===== src/rtl/write_back_unit.sv =====
// Write-back queue feeding the register file write port, with pending scoreboard and forwarding.
// Latency: a result pushed at edge N is presented on en/r during cycle N+1 (empty queue, hold low).
// Backpressure: res_ready drops while the queue holds DEPTH entries; hold stalls retirement only.
module write_back_unit #(
  parameter int DEPTH = 4,
  parameter int PTR_W = 2
) (
  input  logic             clk,
  input  logic             rst_n,
  input  logic             res_valid,
  input  logic [15:0]      res_data,
  input  logic [3:0]       res_dest,
  output logic             res_ready,
  input  logic             hold,
  output logic [15:0]      r,
  output logic [15:0]      en,
  output logic [15:0]      pending,
  input  logic [3:0]       fwd_sel,
  output logic             fwd_hit,
  output logic [15:0]      fwd_data,
  output logic [PTR_W:0]   count
);

  localparam logic [PTR_W:0] FULL_CNT = (PTR_W+1)'(DEPTH);

  // Entry storage; validity comes from the pointers and count, so no reset is needed here.
  logic [15:0]      data_q [DEPTH];
  logic [3:0]       dest_q [DEPTH];

  logic [PTR_W-1:0] wr_ptr_q, wr_ptr_d;
  logic [PTR_W-1:0] rd_ptr_q, rd_ptr_d;
  logic [PTR_W:0]   count_q, count_d;
  // Low during reset and until the first edge after release, so res_ready stays low in reset.
  logic             alive_q, alive_d;

  logic             push;
  logic             pop;
  logic [PTR_W-1:0] idx;

  assign res_ready = alive_q && (count_q < FULL_CNT);
  assign count     = count_q;
  assign push      = res_valid && res_ready;
  assign pop       = |en;

  // Retire the head unless the register file asked us to hold off.
  always_comb begin
    en = '0;
    r  = '0;
    if ((count_q != '0) && !hold) begin
      en = 16'b1 << dest_q[rd_ptr_q];
      r  = data_q[rd_ptr_q];
    end
  end

  // Walk oldest to youngest so the last match left in fwd_data is the youngest one.
  always_comb begin
    pending  = '0;
    fwd_data = '0;
    idx      = '0;
    for (int k = 0; k < DEPTH; k++) begin
      idx = rd_ptr_q + PTR_W'(k);
      if ((PTR_W+1)'(k) < count_q) begin
        pending[dest_q[idx]] = 1'b1;
        if (dest_q[idx] == fwd_sel) begin
          fwd_data = data_q[idx];
        end
      end
    end
    fwd_hit = pending[fwd_sel];
  end

  // Pointer and occupancy bookkeeping for push and pop.
  always_comb begin
    wr_ptr_d = wr_ptr_q;
    rd_ptr_d = rd_ptr_q;
    count_d  = count_q;
    alive_d  = 1'b1;
    if (push) wr_ptr_d = wr_ptr_q + 1'b1;
    if (pop)  rd_ptr_d = rd_ptr_q + 1'b1;
    case ({push, pop})
      2'b10:   count_d = count_q + 1'b1;
      2'b01:   count_d = count_q - 1'b1;
      default: count_d = count_q;
    endcase
  end

  // Control state; reset discards every queued result.
  always_ff @(posedge clk or negedge rst_n) begin
    if (!rst_n) begin
      wr_ptr_q <= '0;
      rd_ptr_q <= '0;
      count_q  <= '0;
      alive_q  <= 1'b0;
    end else begin
      wr_ptr_q <= wr_ptr_d;
      rd_ptr_q <= rd_ptr_d;
      count_q  <= count_d;
      alive_q  <= alive_d;
    end
  end

  // Capture an accepted result at the write pointer.
  always_ff @(posedge clk) begin
    if (push) begin
      data_q[wr_ptr_q] <= res_data;
      dest_q[wr_ptr_q] <= res_dest;
    end
  end

endmodule

===== config.mk =====
export PLATFORM = sky130hd
export DESIGN_NAME = write_back_unit
export DESIGN_NICKNAME = d
export VERILOG_FILES = /design/src/rtl/write_back_unit.sv
export SDC_FILE = /design/constraint.sdc
export NUM_CORES = 1
export LEC_CHECK = 0
export CAP_MARGIN = 20
export CELL_PAD_IN_SITES_DETAIL_PLACEMENT = 1
export CELL_PAD_IN_SITES_GLOBAL_PLACEMENT = 1
export CORE_MARGIN = 2
export CORE_UTILIZATION = 45
export DETAILED_ROUTE_END_ITERATION = 10
export HOLD_SLACK_MARGIN = 0.15
export PLACE_DENSITY = 0.95
export REMOVE_ABC_BUFFERS = 1
export SLEW_MARGIN = 10
export SYNTH_ARGS = -nofsm -noshare
export SYNTH_HDL_FRONTEND = slang
export SYNTH_SLANG_ARGS = --single-unit

===== constraint.sdc =====
create_clock -name clk -period 5.1 [get_ports clk]
set_input_delay 1.02 -clock clk [delete_from_list [all_inputs] [get_ports clk]]
set_output_delay 1.02 -clock clk [all_outputs]
set_load 0.02 [all_outputs]

==> qor.csv <==
stage;metric;value;unit
run_status;status;finished, final reports clean;
floorplanning;rows;44;
cells_and_area;finish.utilization;56.0;%
setup_path;arrival;3940;ps
logic_synthesis;synth.distinct_cells;78;
grt;grt_max_degree;58;
timing;worstMarginPinSlew;896;ps
clocking;clockRootBuffer;clkbuf_16;
drt;drt-pass1-iter-count;5;
cells_and_area;antennaDiodeCount;0;
clocking;cts_tree;built;
drt;vias;5979;
logic_synthesis;syn_area;0.00672;mm²
grt;grt_pass1_vias;6329;
logic_synthesis;synth_ff_type;edfxtp_1;
grt;grt_pass1_wl;35500;µm
timing;hold_ws;627;ps
floorplanning;coreArea;0.0146;mm²
timing;period_needed;4960;ps
clocking;htreeDepth;3;
cells_and_area;stdcell_count;952;
logic_synthesis;syn_avg_cell_area;9.94;µm²
clocking;numCtsBuffers;9;
timing;grt_setup_unrepaired;false;
clocking;insertion_delay;350;ps
logic_synthesis;synth_seq_area_share;38.7;%
placement;numPortBuffers;96;
logic_synthesis;synth_edf_count;80;
logic_synthesis;syn_inst;676;
setup_path;path_buf_inv;3;
placement;hpwl;15300;µm
setup_path;critical-path-top-delay-family;buffers and inverters;
logic_synthesis;synthMuxAreaShare;22.4;%
logic_synthesis;synth.most_common_cell;nor2_1;
timing;maxSlewHeadroom;40.3;%
logic_synthesis;yosys.area_share.adder;1.49;%
logic_synthesis;synth_top_family_by_area;multiplexers;
timing;maxSlewViolCount;0;
min_path;hp-class;register to register;
clocking;clockBufferDepth;2;
clocking;clk_pin_slew;70;ps
cells_and_area;areaGrowthSynthToFinish;21.6;%
drt;drt-vias-per-instance;6.28;
floorplanning;die_x;126;µm
clocking;cts_sinks;88;
timing;skew;5.83;ps
setup_path;required;4080;ps
pwr;power_density;642;mW/mm²
drt;postRouteAntennaNets;0;
cells_and_area;drive_above_1_share;14.5;%
timing;setup_violations;0;
setup_path;path_class;input pin to primary output;
logic_synthesis;synthSimpleGateAreaFrac;15.9;%
grt;grt_use_total;28.3;%
timing;finalHoldViolations;0;
run;cap_violations;0;
setup_path;slowest_stage;clkdlybuf4s50_1;
placement;place_congestion;0.981;
timing;clock.fmax;0.202;GHz
pwr;power;5.25;mW
logic_synthesis;synth_seq_cells;88;
clocking;postCtsHoldBufs;0;
setup_path;crit_path_start_kind;input pin;
cells_and_area;finalNetCount;799;
drt;wl;23400;µm
floorplanning;ios;97;
drt;drc_errors;0;
logic_synthesis;synthTopCellsByArea;edfxtp_1, mux2i_1, mux2_2;
grt;grt_overflow_total;0;
setup_path;critPathCaptureType;primary output;
grt;grt_antenna_before_repair;0;
logic_synthesis;async_reset_ff_share;9.09;%
logic_synthesis;yosysTopAreaCellShare;35.7;%
logic_synthesis;ys.warnings.count;0;
pwr;ir_drop;0.291;mV
setup_path;worstPathCellList;clkdlybuf4s50_1, clkinv_1, xnor2_1, nor4_2, nand2_2, nand2_2, o22ai_1, mux2i_1, mux2i_1, clkdlybuf4s50_1;
logic_synthesis;synth_area_leader_cell;edfxtp_1;
logic_synthesis;synth-compound-area-share;13.1;%
pwr;cellLeakagePower;3.04;nW
floorplanning;dieHeight;126;µm
floorplanning;die_area;0.0159;mm²
cells_and_area;num-fill-cells;1562;
setup_path;cpPeakStageDelay;600;ps
drt;drt-wirelength-per-cell;24.5;µm
drt;first_iter_violations;531;
floorplanning;initial_utilization;46.1;%
setup_path;worstPathMaxFanout;16;
timing;finalCritPeriodShare;97.2;%
logic_synthesis;synth_common_cells;nor2_1, edfxtp_1, mux2i_1;
logic_synthesis;synth_xor_xnor_area_share;2.87;%
placement;place_inst;933;
-- per-layer routing --
layer / part of all wire (%) / vias up / track usage (%)
li1: - / 2673 / -
met4: 4.1 / 0 / 13.6
met3: 6.9 / 82 / 5.18
met5: 0 / - / 0
met2: 50 / 271 / 50.0
met1: 39 / 2953 / 33.2
-- worst register-to-register path: stages (launching register included) --
cell and delay, ps:
dfrtp_1 500, inv_1 200, a21o_1 720, inv_1 370, ha_1 330, mux2i_1 160, nor2_1 70, xnor2_1 120
-- stage by stage --
| step | cell area (µm²) | setup TNS (ps) | setup WS (ps) |
|---|---|---|---|
| after detailed placement | 7820 | 0 | 273 |
| after CTS | 8120 | 0 | 47.7 |
| after global placement | 7820 | 0 | 412 |
| final | 8170 | 0 | 141 |
| after global routing | 8170 | 0 | 23.0 |
| after floorplan | 6470 | -28740 | -1260 |
-- power breakdown --
group / internal [mW] / switching (mW) / leakage (nW)
combinational: 1.47 / 2.08 / 2.09
sequential: 0.872 / 0.145 / 0.815
clock: 0.382 / 0.297 / 0.134
total: 2.72 / 2.52 / 3.04
-- state kept, by name, indices dropped and copies added, names as in the netlist --
register  count
alive_q       1
count         3
data_q       64
dest_q       16
rd_ptr_q      2
wr_ptr_q      2
-- layout by cell type, fill, tap and decap left out, types with 14 or more instances in the layout --
| master | n |
|---|---|
| a21oi_1 | 37 |
| buf_4 | 17 |
| clkdlybuf4s50_1 | 96 |
| edfxtp_1 | 80 |
| inv_1 | 28 |
| mux2_2 | 36 |
| mux2i_1 | 67 |
| mux4_2 | 15 |
| nand2_1 | 56 |
| nor2_1 | 84 |
| nor3_1 | 14 |
| o21ai_0 | 39 |
| o22ai_1 | 22 |
| xnor2_1 | 17 |
-- timing repair --
action,in CTS,in global routing
setup endpoints to repair,0,17
endpoints found under the hold margin,0,0
setup buffers,0,2
gates resized for setup,0,1
-- worst paths after layout --
kind,startpoint,end,slack [ps],depth (start not counted)
max,fwd_sel[3],fwd_data[15],140,10
min in group asynchronous,rst_n,count[1],960,1
max reg2reg,count[2],count[2],2530,7
min reg2reg,count[0],count[0],630,1
max in group asynchronous,rst_n,rd_ptr_q[0],3840,1
min,count[0],count[0],630,1
-- cell type report --
class                           count  area [µm²]  share of cell area [%]
Multi-Input combinational cell    515        3760                    46.0
Sequential cell                    88        2610                    31.9
Clock buffer                       10         229                    2.80
Clock inverter                      6        67.6                   0.827
Tap cell                          184         230                    2.82
Timing Repair Buffer              117        1150                    14.1
Inverter                           32         120                    1.47
-- cells by family after synthesis --
| kind of cell | Yosys count |
|---|---|
| AND/OR/NAND/NOR | 220 |
| other | 1 |
| multiplexers | 123 |
| buffers and inverters | 73 |
| XOR/XNOR | 22 |
| AO/OA/AOI/OAI | 141 |
| flip-flops | 88 |
| adder cells (fa/ha/maj) | 8 |
Note: power is estimated with default switching activity, not from simulation.
